===== src/rtl/rf_pkg.sv =====
// Shared defaults for the hazard-tracking register file and its pending-write scoreboard.
// Optional same-cycle write bypass is selected with the RF_BYPASS_EN macro.
package rf_pkg;

  localparam int RF_DATA_W   = 32;
  localparam int RF_NUM_REGS = 15;
  localparam int RF_ADDR_W   = 4;
  localparam int RF_NUM_RD   = 2;
  localparam int RF_CNT_W    = 2;

  typedef logic [RF_CNT_W-1:0] cnt_t;

endpackage


===== src/rtl/rf_scoreboard.sv =====
// Per-register pending-write counters: busy flags, allocation back-pressure and underflow detection.
// With RF_BYPASS_EN defined, read busy flags reflect a same-cycle writeback.
module rf_scoreboard
  import rf_pkg::*;
#(
  parameter int NUM_REGS = RF_NUM_REGS,
  parameter int ADDR_W   = RF_ADDR_W,
  parameter int NUM_RD   = RF_NUM_RD,
  parameter int CNT_W    = RF_CNT_W
) (
  input  logic                     clk,
  input  logic                     reset,
  input  logic [NUM_RD*ADDR_W-1:0] rd_addr,
  output logic [NUM_RD-1:0]        rd_busy,
  input  logic                     wr_en,
  input  logic [ADDR_W-1:0]        wr_addr,
  input  logic                     alloc_en,
  input  logic [ADDR_W-1:0]        alloc_addr,
  output logic                     alloc_stall,
  output logic                     err_underflow
);

  localparam logic [ADDR_W:0]  LIMIT   = (ADDR_W+1)'(NUM_REGS);
  localparam logic [CNT_W-1:0] CNT_MAX = '1;

  logic [CNT_W-1:0] cnt [NUM_REGS];
  logic             wr_valid;
  logic             alloc_valid;
  logic             alloc_ok;
  logic [CNT_W-1:0] wr_cnt;
  logic [CNT_W-1:0] alloc_cnt;

  assign wr_valid    = wr_en && ({1'b0, wr_addr} < LIMIT);
  assign alloc_valid = alloc_en && ({1'b0, alloc_addr} < LIMIT);
  assign wr_cnt      = wr_valid ? cnt[wr_addr] : '0;
  assign alloc_cnt   = alloc_valid ? cnt[alloc_addr] : '0;

  // Handshake: alloc_en is the request (valid) and !alloc_stall is the grant (ready);
  // a reservation is taken only on a rising edge where alloc_en=1 and alloc_stall=0.
  // A same-cycle writeback to a saturated register frees the slot it would need.
  assign alloc_stall = alloc_valid && (alloc_cnt == CNT_MAX) &&
                       !(wr_valid && (wr_addr == alloc_addr));
  assign alloc_ok    = alloc_valid && !alloc_stall;

  always_ff @(posedge clk or posedge reset) begin
    if (reset) begin
      for (int i = 0; i < NUM_REGS; i++) cnt[i] <= '0;
      err_underflow <= 1'b0;
    end else begin
      if (wr_valid && (wr_cnt == '0)) err_underflow <= 1'b1;
      for (int i = 0; i < NUM_REGS; i++) begin
        if (alloc_ok && (alloc_addr == ADDR_W'(i)) &&
            !(wr_valid && (wr_addr == ADDR_W'(i)))) begin
          cnt[i] <= cnt[i] + 1'b1;
        end else if (wr_valid && (wr_addr == ADDR_W'(i)) &&
                     !(alloc_ok && (alloc_addr == ADDR_W'(i))) &&
                     (cnt[i] != '0)) begin
          cnt[i] <= cnt[i] - 1'b1;
        end
      end
    end
  end

  for (genvar g = 0; g < NUM_RD; g++) begin : g_busy
    logic [ADDR_W-1:0] a;
    logic [CNT_W-1:0]  c;
    assign a = rd_addr[g*ADDR_W +: ADDR_W];
    assign c = ({1'b0, a} < LIMIT) ? cnt[a] : '0;
`ifdef RF_BYPASS_EN
    // Post-decrement view: a count of 1 being retired this cycle reads as free.
    assign rd_busy[g] = (wr_valid && (wr_addr == a)) ? (c > CNT_W'(1)) : (c != '0);
`else
    assign rd_busy[g] = (c != '0);
`endif
  end

endmodule


===== src/rtl/hazard_register_file.sv =====
// Register file with per-register pending-write tracking for an in-order issue stage.
// Define RF_BYPASS_EN to forward a same-cycle writeback to matching read ports.
module hazard_register_file
  import rf_pkg::*;
#(
  parameter int DATA_W   = RF_DATA_W,
  parameter int NUM_REGS = RF_NUM_REGS,
  parameter int ADDR_W   = RF_ADDR_W,
  parameter int NUM_RD   = RF_NUM_RD,
  parameter int CNT_W    = RF_CNT_W
) (
  input  logic                     clk,
  input  logic                     reset,
  input  logic [NUM_RD*ADDR_W-1:0] rd_addr,
  output logic [NUM_RD*DATA_W-1:0] rd_data,
  output logic [NUM_RD-1:0]        rd_busy,
  input  logic                     wr_en,
  input  logic [ADDR_W-1:0]        wr_addr,
  input  logic [DATA_W-1:0]        wr_data,
  input  logic                     alloc_en,
  input  logic [ADDR_W-1:0]        alloc_addr,
  output logic                     alloc_stall,
  output logic                     err_underflow
);

  localparam logic [ADDR_W:0] LIMIT = (ADDR_W+1)'(NUM_REGS);

  logic [DATA_W-1:0] regs [NUM_REGS];
  logic              wr_valid;

  assign wr_valid = wr_en && ({1'b0, wr_addr} < LIMIT);

  always_ff @(posedge clk or posedge reset) begin
    if (reset) begin
      for (int i = 0; i < NUM_REGS; i++) regs[i] <= '0;
    end else if (wr_valid) begin
      regs[wr_addr] <= wr_data;
    end
  end

  for (genvar g = 0; g < NUM_RD; g++) begin : g_rd
    logic [ADDR_W-1:0] a;
    logic [DATA_W-1:0] stored;
    assign a      = rd_addr[g*ADDR_W +: ADDR_W];
    assign stored = ({1'b0, a} < LIMIT) ? regs[a] : '0;
`ifdef RF_BYPASS_EN
    assign rd_data[g*DATA_W +: DATA_W] = (wr_valid && (wr_addr == a)) ? wr_data : stored;
`else
    assign rd_data[g*DATA_W +: DATA_W] = stored;
`endif
  end

  rf_scoreboard #(
    .NUM_REGS (NUM_REGS),
    .ADDR_W   (ADDR_W),
    .NUM_RD   (NUM_RD),
    .CNT_W    (CNT_W)
  ) u_scoreboard (
    .clk           (clk),
    .reset         (reset),
    .rd_addr       (rd_addr),
    .rd_busy       (rd_busy),
    .wr_en         (wr_en),
    .wr_addr       (wr_addr),
    .alloc_en      (alloc_en),
    .alloc_addr    (alloc_addr),
    .alloc_stall   (alloc_stall),
    .err_underflow (err_underflow)
  );

endmodule


===== config.mk =====
export PLATFORM = sky130hd
export DESIGN_NAME = hazard_register_file
export DESIGN_NICKNAME = d
export VERILOG_FILES = /design/src/rtl/rf_pkg.sv /design/src/rtl/rf_scoreboard.sv /design/src/rtl/hazard_register_file.sv
export SDC_FILE = /design/constraint.sdc
export NUM_CORES = 1
export LEC_CHECK = 0
export BUFFER_PORTS_ARGS = -buffer_cell sky130_fd_sc_hd__buf_4
export CAP_MARGIN = 10
export CORE_MARGIN = 2
export CORE_UTILIZATION = 40
export DETAILED_ROUTE_END_ITERATION = 7
export HOLD_SLACK_MARGIN = 0.05
export PLACE_DENSITY = 0.65
export SKIP_CTS_REPAIR_TIMING = 1
export SYNTH_ARGS = -nofsm -noshare
export SYNTH_HDL_FRONTEND = slang
export SYNTH_SLANG_ARGS = --single-unit

===== constraint.sdc =====
create_clock -name clk -period 37.8 [get_ports clk]
set_input_delay 1.89 -clock clk [delete_from_list [all_inputs] [get_ports clk]]
set_output_delay 1.89 -clock clk [all_outputs]
set_load 0.01 [all_outputs]

==> results of run 1 <==
==> critical path, delay by kind of cell <==
family,cells,cell delay (ns)
buffers and inverters,4,2.02
multiplexers,2,0.90
==> through the flow <==
stage,instance area (um^2),instances,power [uW]
3_5_place_dp,29800,3061,1210
2_1_floorplan,28200,2168,1080
5_1_grt,31600,3156,1820
3_3_place_gp,29800,3061,1180
6_report,31600,3156,1740
4_1_cts,31600,3156,1740
==> metal layers <==
metal	track usage	wire length (um)	vias up	part of all wire
li1	-	-	8116	-
met1	0.307	34700	10314	0.42
met2	0.367	39800	767	0.48
met3	0.0395	5450	166	0.066
met4	0.0833	2780	0	0.034
met5	0	0	-	0
==> synth_stat cells, drive strengths merged, types with 2 or more instances <==
master | n | area, um^2
nand3 | 28 | 140
mux2 | 418 | 4710
o211ai | 8 | 78.8
mux4 | 217 | 4890
a22oi | 4 | 30.0
clkbuf | 136 | 532
or3b | 4 | 35.0
and3b | 3 | 26.3
o22a | 3 | 26.3
and4b | 2 | 21.3
nand4 | 14 | 103
a2111o | 2 | 22.5
nand3b | 7 | 52.6
nor3 | 11 | 55.1
and3 | 2 | 13.8
a311oi | 4 | 41.3
o311ai | 3 | 26.3
o31ai | 3 | 22.5
xnor2 | 7 | 61.3
buf | 62 | 290
nor2 | 32 | 120
nand2b | 5 | 41.3
inv | 15 | 56.3
or2 | 6 | 37.5
dfrtp | 511 | 12800
o21ai | 97 | 485
mux2i | 166 | 1660
a211oi | 6 | 45.0
nand2 | 279 | 1050
o22ai | 47 | 294
or3 | 7 | 43.8
a21oi | 23 | 115
a21o | 3 | 22.5
nor2b | 9 | 56.3
o2bb2ai | 3 | 26.3
nor3b | 3 | 22.5
a211o | 5 | 43.8
==> registers in the layout (all words and copies together), names as in the netlist <==
register and count:
u_scoreboard.err_underflow 1, u_scoreboard.cnt 30, regs 480
==> worst paths after layout <==
kind | to | startpoint | cells after the start
max | rd_data[9] | rd_addr[1] | 6
min | u_scoreboard.err_underflow | u_scoreboard.err_underflow | 1
max reg2reg | u_scoreboard.cnt[4] | u_scoreboard.cnt[26] | 6
min reg2reg | u_scoreboard.err_underflow | u_scoreboard.err_underflow | 1
max in group asynchronous | regs[295] | reset | 5
min in group asynchronous | regs[469] | reset | 2
==> power by group through the flow <==
| stage | clock (uW) | combinational [uW] | sequential, uW |
|---|---|---|---|
| finish | 530 | 427 | 779 |
| global route | 562 | 459 | 794 |
| CTS | 540 | 429 | 775 |
| detailed placement | 0 | 428 | 784 |
| global placement | 0 | 413 | 770 |
| floorplan | 0 | 327 | 748 |
==> area by class of cell <==
cell class                      instances  area, um^2
Multi-Input combinational cell       1444       14600
Sequential cell                       511       12800
Tap cell                              940        1180
Clock buffer                           81        1570
Clock inverter                         14         170
Timing Repair Buffer                  151        1190
Fill cell                            6243       38300
Inverter                               15        63.8
==> cell families after synthesis <==
family | Yosys count | synth area share
AOI/OAI and AO/OA | 220 | 0.0482
xor gates and xnor gates | 7 | 0.00217
buffers and inverters | 213 | 0.0312
DFF | 511 | 0.453
muxes | 801 | 0.399
and+or+nand+nor | 416 | 0.0655
==> impl_summary.log, run 1 <==
[metrics] result of the run: complete, no violations
[metrics] sequential share of power: 0.449
[metrics] floorplan die area: 72,600 um^2
[metrics] initial DRC count: 1,877
[metrics] synthesized cell area: 28,200 um^2
[metrics] Worst Hold Slack: 0.466 ns
[metrics] Crit path top cell by count: sky130_fd_sc_hd__buf_4
[metrics] placement-stage worst setup slack: 30.84 ns
[metrics] class of the most critical setup path: in2out
[metrics] number of remaining DRC errors: 0
[metrics] cell at the slowest stage of the critical path: sky130_fd_sc_hd__buf_4
[metrics] ordered list of cells on the worst path: buf_6 > buf_4 > buf_4 > mux4_2 > mux4_2 > buf_4
[metrics] setup repair after global routing missed its margin: no
[metrics] initial antenna violation count: 0
[metrics] Maximum Capacitance Violations: 0
[metrics] post-synthesis async set-or-reset flop share: 1.00
[metrics] crit-path max FO: 55
[metrics] GRT overflow: 0
[metrics] final layout net count: 2,229
[metrics] synthesized flop and latch total: 511
[metrics] total core area: 69,900 um^2
[metrics] Via density: 6.14
[metrics] H-tree depth reported by CTS: 2
[metrics] aggregate negative setup slack: 0 ns
[metrics] fraction of layout instances using a drive strength above 1: 0.407
[metrics] setup-violating endpoint count in the final report: 0
[metrics] R2R Setup Slk: 35.25 ns
[metrics] relative area change from synthesis to final layout: 12.0%
[metrics] weighted congestion reported at the end of routability-driven placement: 0.827
[metrics] category of the worst setup path capture point: output pin
[metrics] headroom to the max-slew limit: 0.205
[metrics] dominant register cell in the synthesized netlist: sky130_fd_sc_hd__dfrtp_1
[metrics] clock-pin slew reported for the worst setup and hold paths after clock tree synthesis: 0.06 ns
[metrics] Skew-Pair Late Insertion Delay: 0.62 ns
[metrics] overall die width: 270 um
[metrics] initial cell density of the core: 0.403
[metrics] Pre-antenna DRT Iters: 5
[metrics] power share of the combinational group: 0.246
[metrics] launching element type of the critical path: input pin
[metrics] number of buffers inserted by port buffering: 119
[metrics] switching power summed over all nets: 504 uW
[metrics] cts bufs inserted: 54
[metrics] maximum single-stage delay on the critical path: 0.81 ns
[metrics] Cell Pwr Density: 54.9 nW/um^2
[metrics] IO Pins: 120
[metrics] synthesized instance count: 2,168
[metrics] number of antenna repair diodes: 0
[metrics] first-pass GRT wire length: 126,000 um
[metrics] Worst Tran Pin Value: 1.19 ns
[metrics] clock tree buffer depth: 3
[metrics] via count: 19,363
[metrics] worst min-delay path class: reg2reg
[metrics] pin count of the biggest net entering global routing: 169
[metrics] drt total wl: 82,700 um
[metrics] Die Ht: 270 um
[metrics] static leakage: 0.0135 uW
[metrics] Post-synth EDFFs: 0
[metrics] Period Utilization, post-route: 0.185
[metrics] share of the core filled with cells: 0.452
[metrics] Clock Root Buffer: sky130_fd_sc_hd__clkbuf_16
[metrics] internal power of the cells: 1230 uW
[metrics] number of pins exceeding their max-slew limit in the final report: 0
[metrics] Post-Syn Area per Cell: 13.0 um^2
[metrics] worst vdd rail ir drop: 0.0368 mV
[metrics] number of hold violations in the final report: 0
[metrics] commonest non-fill, non-tap cells in the layout: sky130_fd_sc_hd__dfrtp_1, sky130_fd_sc_hd__mux2_2, sky130_fd_sc_hd__nand2_1
[metrics] Sinks on Clock Net: 511
[metrics] Clock power frac: 0.305
[metrics] shortest period the worst path allows: 6.99 ns
[metrics] Synthesis Warnings: 0
[metrics] row count: 97
[metrics] number of routed nets with antenna violations: 0
[metrics] Mapped Nets: 2,220
[metrics] global-route usage over all layers: 0.227
[metrics] number of distinct library cells after synthesis: 63
[metrics] Req. time, crit path: 35.91 ns
[metrics] routed len/inst: 26.2 um
[metrics] CP Data Arrival Time: 5.10 ns
[metrics] most common cell after layout, fill and taps aside: sky130_fd_sc_hd__dfrtp_1
[metrics] min setup slack post-route: 30.81 ns
[metrics] fraction of power spent switching nets: 0.291
[metrics] clock tree from TritonCTS: done
[metrics] DP HPWL: 47,000 um
[metrics] worst-case clock skew: 0.00747 ns
[metrics] vias in the first global route: 20,366
[metrics] register area share after synthesis: 0.453
[metrics] timing-limited maximum frequency: 143 MHz
No activity file was read; power rests on OpenSTA's default activity.
==> run 2, diff against run 1 <==
PLACE_DENSITY = 0.67   (was 0.65)
clock period = 5.8 ns   (was 37.8 ns; I/O delays follow)
==> impl_summary.log, run 2 (synthesized netlist as in run 1, its figures left out) <==
[metrics] result of the run: complete, no violations
[metrics] Pre-antenna DRT Iters: 6
[metrics] weighted congestion reported at the end of routability-driven placement: 0.826
[metrics] Largest regs: regs (480), u_scoreboard.cnt (30), u_scoreboard.err_underflow (1)
[metrics] R2R Setup Slk: 3.25 ns
[metrics] WHS Path Cells: 3
[metrics] Die Ht: 270 um
[metrics] launching element type of the critical path: input pin
[metrics] DP HPWL: 46,900 um
[metrics] number of pins exceeding their max-slew limit in the final report: 0
[metrics] Cell Pwr Density: 366 nW/um^2
[metrics] placement-stage worst setup slack: 2.59 ns
[metrics] Clock Root Buffer: sky130_fd_sc_hd__clkbuf_16
[metrics] Worst Tran Pin Value: 1.15 ns
[metrics] final layout net count: 2,268
[metrics] Via density: 6.05
[metrics] headroom to the max-slew limit: 0.237
[metrics] Skew-Pair Late Insertion Delay: 0.63 ns
[metrics] number of routed nets with antenna violations: 0
[metrics] filler cell count in the final layout: 6,254
[metrics] max FFs per register: 480
[metrics] setup repair after global routing missed its margin: no
[metrics] CP Data Arrival Time: 2.91 ns
[metrics] first-pass GRT wire length: 124,000 um
[metrics] row count: 97
[metrics] pin count of the biggest net entering global routing: 176
[metrics] timing-limited maximum frequency: 312 MHz
[metrics] floorplan die area: 72,600 um^2
[metrics] Period Utilization, post-route: 0.552
[metrics] Sinks on Clock Net: 511
[metrics] cell count of the worst reg-to-reg path: 6
[metrics] initial antenna violation count: 2
[metrics] relative area change from synthesis to final layout: 14.4%
[metrics] fraction of layout instances using a drive strength above 1: 0.406
[metrics] clock tree buffer depth: 3
[metrics] GRT overflow: 0
[metrics] min setup slack post-route: 2.60 ns
[metrics] startpoint of the worst-slack reg-to-reg timing path: u_scoreboard.cnt[28]
[metrics] endpoint of the lowest-slack register-to-register path: u_scoreboard.cnt[4]
[metrics] number of hold violations in the final report: 0
[metrics] setup-violating endpoint count in the final report: 0
[metrics] CP Launch Point: rd_addr[3]
[metrics] met2 Use GR: 0.366
[metrics] crit path to: rd_data[30]
[metrics] register containing the most flip-flops in the final layout: regs
[metrics] via count: 19,385
[metrics] GR Util met1: 0.295
[metrics] Maximum Capacitance Violations: 0
[metrics] startpoint of the worst hold path: wr_addr[3]
[metrics] shortest period the worst path allows: 3.20 ns
[metrics] clock tree from TritonCTS: done
[metrics] crit-path max FO: 34
[metrics] category of the worst setup path capture point: output pin
[metrics] commonest non-fill, non-tap cells in the layout: sky130_fd_sc_hd__dfrtp_1, sky130_fd_sc_hd__mux2_2, sky130_fd_sc_hd__nand2_1
[metrics] worst min-delay path class: in2reg
[metrics] non-filler cells in the finished layout: 3,203
[metrics] total core area: 69,900 um^2
[metrics] Req. time, crit path: 5.51 ns
[metrics] number of buffers inserted by port buffering: 119
[metrics] worst-case clock skew: 0.00510 ns
[metrics] class of the most critical setup path: in2out
[metrics] initial cell density of the core: 0.403
[metrics] vias in the first global route: 19,883
[metrics] Worst Hold Slack: 0.150 ns
[metrics] number of remaining DRC errors: 0
[metrics] static leakage: 0.0138 uW
[metrics] H-tree depth reported by CTS: 2
[metrics] layer with the highest usage after global routing: met2
[metrics] worst vdd rail ir drop: 0.293 mV
[metrics] overall die width: 270 um
[metrics] met3 Use GR: 0.0448
[metrics] clock-pin slew reported for the worst setup and hold paths after clock tree synthesis: 0.06 ns
[metrics] initial DRC count: 1,935
[metrics] drt total wl: 80,800 um
[metrics] placed instance count: 3,064
[metrics] routed len/inst: 25.2 um
[metrics] global-route usage over all layers: 0.221
[metrics] most common cell after layout, fill and taps aside: sky130_fd_sc_hd__dfrtp_1
[metrics] IO Pins: 120
[metrics] cts bufs inserted: 56
==> run 2: metal layers <==
layer | routed length, um | share of wire | vias up
li1 | - | - | 8226
met3 | 5880 | 0.073 | 141
met4 | 1940 | 0.024 | 2
met5 | 9 | 0.00011 | -
met1 | 33300 | 0.41 | 10268
met2 | 39700 | 0.49 | 748
==> run 2: power breakdown <==
group	switching, uW	internal (uW)	total [uW]
clock	1510	2410	3930
sequential	678	4400	5070
combinational	1170	1640	2810
==> run 2: how the worst min path moves through the flow <==
stage                                            end  slack [ns]
final                     u_scoreboard.err_underflow        0.15
after floorplan           u_scoreboard.err_underflow        0.41
after global placement    u_scoreboard.err_underflow        0.44
after detailed placement  u_scoreboard.err_underflow        0.45
after CTS                                  regs[468]       -0.20
after global routing      u_scoreboard.err_underflow        0.14
==> run 2: final cells by class <==
class / instances / area [um^2] / area share
multi-input cells: 1444 / 14600 / 0.453
flip-flops and latches: 511 / 12800 / 0.396
clock buffers: 80 / 1640 / 0.0509
repair buffers: 188 / 1550 / 0.0482
well taps: 940 / 1180 / 0.0365
clock inverters: 23 / 410 / 0.0127
inverters: 15 / 60.1 / 0.00186
diodes: 2 / 5.00 / 0.000155
==> run 2: worst max-delay path: stages <==
cell                      delay, ns
sky130_fd_sc_hd__buf_4         0.59
sky130_fd_sc_hd__nand2_1       0.78
sky130_fd_sc_hd__buf_4         0.49
sky130_fd_sc_hd__o22ai_1       0.49
sky130_fd_sc_hd__buf_4         0.23
==> run 2: stage by stage <==
step	TNS, ns	util	instance area [um^2]	power, uW
after detailed placement	0	0.427	29900	7910
after global placement	0	0.427	29900	7720
after floorplan	-729.88	-	28200	7010
after global routing	0	0.461	32300	12300
after CTS	0	0.457	31900	11800
final	0	0.462	32300	11800
